`src/rtl/out_compare_pkg.sv`:
```
// Shared types and helpers for the golden-vs-netlist output compare checker.
package out_compare_pkg;

  typedef enum logic [1:0] {
    IDLE = 2'd0,
    WAIT = 2'd1,
    CMP  = 2'd2
  } state_t;

  localparam int SETTLE_MAX = 255;
  localparam int SAT_FN_W   = 32;

  // Increment v, holding at the all-ones value of a w-bit counter (w <= 32).
  function automatic logic [SAT_FN_W-1:0] sat_inc(input logic [SAT_FN_W-1:0] v,
                                                  input int w);
    logic [SAT_FN_W-1:0] cap;
    cap = (w >= SAT_FN_W) ? '1 : ((32'd1 << w) - 32'd1);
    return (v == cap) ? v : v + 32'd1;
  endfunction

endpackage

```
`src/rtl/out_compare_checker_sat_counter.sv`:
```
// Saturating up-counter with synchronous active-high reset.
module sat_counter
  import out_compare_pkg::*;
#(
  parameter int W = 16
) (
  input  logic         clk,
  input  logic         rst,
  input  logic         inc,
  output logic [W-1:0] count
);

  always_ff @(posedge clk) begin
    if (rst) begin
      count <= '0;
    end else if (inc) begin
      count <= W'(sat_inc(SAT_FN_W'(count), W));
    end
  end

endmodule

```
`config.mk`:
```
export PLATFORM = sky130hd
export DESIGN_NAME = sat_counter
export DESIGN_NICKNAME = d
export VERILOG_FILES = /design/src/rtl/out_compare_pkg.sv /design/src/rtl/out_compare_checker_sat_counter.sv
export SDC_FILE = /design/constraint.sdc
export NUM_CORES = 1
export LEC_CHECK = 0
export BUFFER_PORTS_ARGS = -buffer_cell sky130_fd_sc_hd__buf_2
export CORE_MARGIN = 2
export CORE_UTILIZATION = 35
export DETAILED_ROUTE_END_ITERATION = 6
export SETUP_SLACK_MARGIN = 0.15
export SYNTH_ARGS = -nofsm -noshare
export SYNTH_HDL_FRONTEND = slang
export SYNTH_SLANG_ARGS = --single-unit
```
`constraint.sdc`:
```
create_clock -name clk -period 5.1 [get_ports clk]
set_input_delay 0.51 -clock clk [delete_from_list [all_inputs] [get_ports clk]]
set_output_delay 0.51 -clock clk [all_outputs]
set_load 0.05 [all_outputs]
```
After elaboration in Yosys (flattened, before gate mapping)
Index checks and enable logic that the tools add are counted.
{"block": "word_totals", "register_bits": 16, "input_bits": 3, "out_inout_bits": 16, "word_cells": 5}
{"block": "classes", "addsub": 1, "n_eq_ne": 1, "bitwise_logic": 1, "reduce_logical": 1}
{"operator": "$add A16 B1 Y16 const B", "count": 1}
{"operator": "$eq A16 B16 Y1 const B", "count": 1}
{"operator": "$reduce_and A2 Y1", "count": 1}
{"operator": "$not A1 Y1", "count": 1}

Logic depth before layout (Yosys ltp)
Gate-level depths: netlist of run 1.
{"block": "depth", "depth_word": 3, "mapped_depth": 5}

Least setup slack after synthesis of run 1
OpenSTA, ideal clock, no wires.
{"block": "synth_path", "path_type": "register to register", "start": "reg count[6]", "end": "reg count[15]", "setup_ns": 0.121, "arrival_ns": 2.044, "required_ns": 4.979, "slack_ns": 2.935, "path_stages_with_launch": 6, "n_path_buf": 1, "path_cell_list": "dfxtp_1 nand4_2 or3_1 clkbuf_2 nor4_1 mux2_2"}
{"block": "synth_via", "elab_chain_cells": 3}
{"element": "start, declared", "line_no": "out_compare_checker_sat_counter.sv:10", "rtl": "output logic [W-1:0] count"}
{"element": "start signal, assigned", "line_no": "out_compare_checker_sat_counter.sv:17", "rtl": "count <= W'(sat_inc(SAT_FN_W'(count), W));"}
{"element": "parallel branches: the longest is 3 deep, another holds $add A16 B1 Y16"}
Several ways; the timed one is not identified.
A chain may end at the register's enable or synchronous reset.

Worst setup path after layout of run 1
{"block": "layout_path", "start": "reg count[0]", "end": "reg count[2]"}
Same word-level chain as after synthesis.

==> results of run 1 <==
-- cell usage after synthesis --
master           n
a31oi_1          1
a2111oi_0        1
nor2_1          10
o21ai_0          2
o41ai_2          1
nor4_1           3
or3_1            2
dlymetal6s2s_1   1
nor3_1           3
o31ai_1          4
clkbuf_2         1
nand3_1          7
mux2_2           2
xnor2_1          2
or4_1            3
inv_1            2
nor2b_1          2
o311ai_0         1
ha_1             1
a211oi_1         1
buf_4            1
nand4_2          1
dfxtp_1         16
mux2i_1          2
and4_1           3
nor3b_1          1
or2_2            1
o211ai_1         1
and2b_2          1
o41ai_1          1
a21oi_1          5
nand4_1          4
xor2_1           1
nand2_1          8
-- critical path: stages, from the launching register on --
cell and delay (ns):
dfxtp_1 0.42, ha_1 0.25, nand3_1 0.18, nor4_1 0.66, nor2_1 0.11, nor3_1 0.23
-- logic make-up after synthesis --
logic type | synth area share
mux | 0.0511
buf+inv | 0.0390
xor+xnor | 0.0315
compound gates | 0.155
simple gates | 0.324
flops | 0.384
fa+ha+maj | 0.0150
-- path summary, 6_finish.rpt --
path	slack, ns	cells after the start	endpoint
min	0.53	1	count[6]
max reg2reg	3.17	5	count[2]
max	3.17	5	count[2]
min reg2reg	0.53	1	count[6]
-- where the power goes --
part	leakage (nW)	switching (mW)	internal (mW)	total, mW
clock	0.0138	0.0384	0.0274	0.0659
sequential	0.129	0.00209	0.127	0.129
combinational	0.214	0.0122	0.00452	0.0167
total	0.357	0.0527	0.159	0.211
-- final cells by class --
cell class	instances	share of cell area
inverter	2	0.00785
multi-input combinational	75	0.503
clock buffer	3	0.0236
tap	28	0.0366
timing repair buffer	18	0.0942
sequential	16	0.335
-- metal layers --
metal	track usage	part of all wire	wire (um)	vias up
met2	0.223	0.46	834	21
met1	0.192	0.48	873	364
met4	0.103	0.025	46	0
li1	-	-	-	403
met5	0	0	0	-
met3	0.0457	0.042	77	8
-- stage by stage --
stage / hold WS [ns] / area [um^2] / util / power (mW) / std cells
finish: 0.530 / 956 / 0.428 / 0.211 / 142
CTS: 0.540 / 956 / 0.428 / 0.215 / 142
floorplan: 0.702 / 833 / - / 0.145 / 96
global placement: 0.506 / 933 / 0.418 / 0.148 / 139
global route: 0.571 / 956 / 0.428 / 0.221 / 142
detailed placement: 0.519 / 933 / 0.418 / 0.148 / 139
==> results_dict.tcl, run 1 <==
set metrics [dict create \
    die_area_um2 2790 \
    crit_path_max_fanout 6 \
    outcome "finished clean" \
    post_cts_resized 0 \
    die_h_um 52.8 \
    finalWirelength_um 1830 \
    cts_sinks 16 \
    fin_ws_ns 3.17 \
    worstMarginPinSlew_ns 0.739 \
    skew_ns 0.00556 \
    seq_area_frac_synth 0.384 \
    vias 796 \
    final-seq-area_um2 320 \
    post_cts_buffers 0 \
    clk_latency_ns 0.29 \
    r2r_start "count[0]" \
    drt_iter0_markers 17 \
    firstDrtPassIters 4 \
    min_period_over_period 0.378 \
    min_period_ns 1.93 \
    tns_ns 0 \
    max_freq_mhz 519 \
    cp-startpoint "count[0]" \
    nNetsFinal 120 \
    row_count 17 \
    drc 0 \
    fillers 229 \
    reg_top3 "count (16)" \
    grt_pass1_vias 704 \
    grt_max_degree 19 \
    synth_area_leader_cell "dfxtp_1" \
    arrival_ns 2.13 \
    num_antenna_cells 0 \
    antenna_found_initial 0 \
    worstPathRequired_ns 5.30 \
    ant_nets 0 \
    ios 19 \
    gp_congestion 0.754 \
    wl_per_cell_um 12.9 \
    regMostFlops "count" \
    max_cap_violations 0 \
    numPortBuffers 18 \
    hp-class "reg -> reg" \
    gr-total-overflow 0 \
    synthTopCellsByArea "dfxtp_1, nor2_1, nand3_1, nand2_1, o31ai_1" \
    setup_viol 0 \
    yosys.area.top_type_share 0.384 \
    critical_path_class "reg -> reg" \
    power_leakage_nw 0.357 \
    cp-end-kind "flip-flop" \
    avgSynthCellArea_um2 8.68 \
    p_per_area_nw_per_um2 221 \
    ys_ff_latch 16 \
    core_um2 2230 \
    dp_hpwl_um 1360 \
    drv_slew 0 \
    cts_max_path_buffers 2 \
    worstSetupStartpointType "flip-flop" \
    cts_tree "built" \
    peakVddDrop_mv 0.125 \
    cts_root_buf "clkbuf_4" \
    pre_cts_ws_ns 3.20 \
    layout_commonest_cell "buf_2" \
    largest_reg_flops 16 \
    hold_path.startpoint "count[6]" \
    synthCells 96 \
    multi_input_area_um2 480 \
    syn-cell-area_um2 833 \
    viasPerCell 5.61 \
    syn_nets 100 \
    numCtsBuffers 3 \
    initial_utilization 0.373 \
    drive_gt1_frac 0.237 \
    grtUsageTotal 0.153 \
    die_w_um 52.8 \
    hold_buffers 0 \
    grt_pass1_wl_um 3120 \
    cts_max_level 1 \
    clkTransAtPathRegs_ns 0.09 \
    final_cell_mix "buf_2, dfxtp_1, nor2_1" \
    rsz0062_at_grt "false" \
    ys.warnings.count 0 \
    relSlewSlack 0.503 \
    area_growth_syn_to_layout_pct 14.7 \
    synth_cell_type_count 34 \
    hold_violations 0 \
]
(Power assumes the default switching activity.)
==> run 2, diff against run 1 <==
==> constraint.sdc (replaced) <==
create_clock -name clk -period 2 [get_ports clk]
set_input_delay 0.2 -clock clk [delete_from_list [all_inputs] [get_ports clk]]
set_output_delay 0.2 -clock clk [all_outputs]
set_load 0.05 [all_outputs]
==> results_dict.tcl, run 2 (synthesis gave the netlist of run 1 again) <==
set metrics [dict create \
    p_per_area_nw_per_um2 548 \
    placedCellCount 140 \
    nNetsFinal 121 \
    fin_ws_ns 0.254 \
    numPortBuffers 18 \
    final_cell_mix "buf_2, nor2_1, dfxtp_2" \
    cts_sinks 16 \
    crit_path_max_fanout 7 \
    vias 815 \
    gp_congestion 0.759 \
    drive_gt1_frac 0.362 \
    tns_ns 0 \
    regMostFlops "count" \
    hp-class "in -> reg" \
    worstMarginPinSlew_ns 0.550 \
    initial_utilization 0.373 \
    p_int_mw 0.407 \
    die_h_um 52.8 \
    numCtsBuffers 3 \
    cts_root_buf "clkbuf_4" \
    p_seq_frac 0.591 \
    pre_cts_ws_ns 0.207 \
    arrival_ns 1.92 \
    firstDrtPassIters 4 \
    viasPerCell 5.66 \
    fin_util 0.447 \
    clkPwrFrac 0.330 \
    worstPathRequired_ns 2.18 \
    rr_worst_depth 4 \
    rsz0062_at_grt "false" \
    finalWirelength_um 1820 \
    clk_latency_ns 0.29 \
    drt_iter0_markers 16 \
    num_antenna_cells 0 \
    r2r_start "count[4]" \
    post_cts_buffers 0 \
    cts_tree "built" \
    peakVddDrop_mv 0.348 \
    instances_no_fill 144 \
    min_delay_path_depth 2 \
    area_growth_syn_to_layout_pct 19.8 \
    clkTransAtPathRegs_ns 0.10 \
    outcome "finished clean" \
    hold_violations 0 \
    drc 0 \
    grt_pass1_wl_um 2950 \
    r2r-end "count[15]" \
    antenna_found_initial 0 \
    grtUsageTotal 0.144 \
    post_cts_resized 0 \
    ant_nets 0 \
    hold_ws_ns 0.272 \
    reg_top3 "count (16)" \
    max_freq_mhz 573 \
    cts_max_path_buffers 2 \
    relSlewSlack 0.629 \
    row_count 17 \
    layout_commonest_cell "buf_2" \
    p_sw_mw 0.140 \
    wl_per_cell_um 12.7 \
    grt_pass1_vias 679 \
    worstSetupStartpointType "flip-flop" \
    max_cap_violations 0 \
    core_um2 2230 \
    die_area_um2 2790 \
    gr-total-overflow 0 \
    ios 19 \
    drv_slew 0 \
    die_w_um 52.8 \
    critical_path_class "reg -> reg" \
    cp-end-kind "flip-flop" \
    min_period_ns 1.75 \
    cts_max_level 1 \
    setup_viol 0 \
    min_period_over_period 0.873 \
    dp_hpwl_um 1360 \
    largest_reg_flops 16 \
    grt_max_degree 19 \
    hold_buffers 0 \
    min_to "count[0]" \
    skew_ns 0.00763 \
    fillers 234 \
    hold_path.startpoint "rst" \
    power_leakage_nw 0.373 \
    p_sw_frac 0.256 \
    comb_power_share 0.079 \
    r2r_slack_ns 0.25 \
]
run 2: cell type report:
cell class | count | area, um^2 | area share
well taps | 28 | 35.0 | 0.0351
multi-input cells | 75 | 485 | 0.486
inverters | 2 | 7.51 | 0.00752
clock buffers | 4 | 26.3 | 0.0263
flip-flops and latches | 16 | 347 | 0.347
repair buffers | 19 | 97.6 | 0.0977
run 2: critical path: stages, from the launching register on:
cell	delay [ns]
dfxtp_4	0.39
nand4_2	0.17
or3_4	0.46
nor4_1	0.26
mux2_2	0.36
run 2: worst max path at each step:
stage,startpoint,to,depth (start not counted)
floorplan,count[3],count[15],5
global placement,count[4],count[15],4
detailed placement,count[4],count[15],4
CTS,count[4],count[15],4
global route,count[4],count[15],4
finish,count[4],count[15],4
run 2: stage by stage:
stage	instance area (um^2)	total power [mW]
after floorplan	860	0.364
after global placement	967	0.374
after detailed placement	967	0.375
after CTS	993	0.557
after global routing	998	0.575
final	998	0.547
run 2: power by group through the flow:
stage | logic [mW] | registers [mW] | clock network, mW
floorplan | 0.0189 | 0.346 | 0
global placement | 0.0432 | 0.330 | 0
detailed placement | 0.0435 | 0.331 | 0
CTS | 0.0436 | 0.323 | 0.190
global route | 0.0474 | 0.324 | 0.203
finish | 0.0433 | 0.323 | 0.181
run 2: layer usage:
| layer | share of wire | GRT usage | vias to the layer above |
|---|---|---|---|
| li1 | - | - | 406 |
| met1 | 0.49 | 0.201 | 386 |
| met2 | 0.45 | 0.213 | 18 |
| met3 | 0.039 | 0.0257 | 5 |
| met4 | 0.017 | 0.0641 | 0 |
| met5 | 0 | 0 | - |
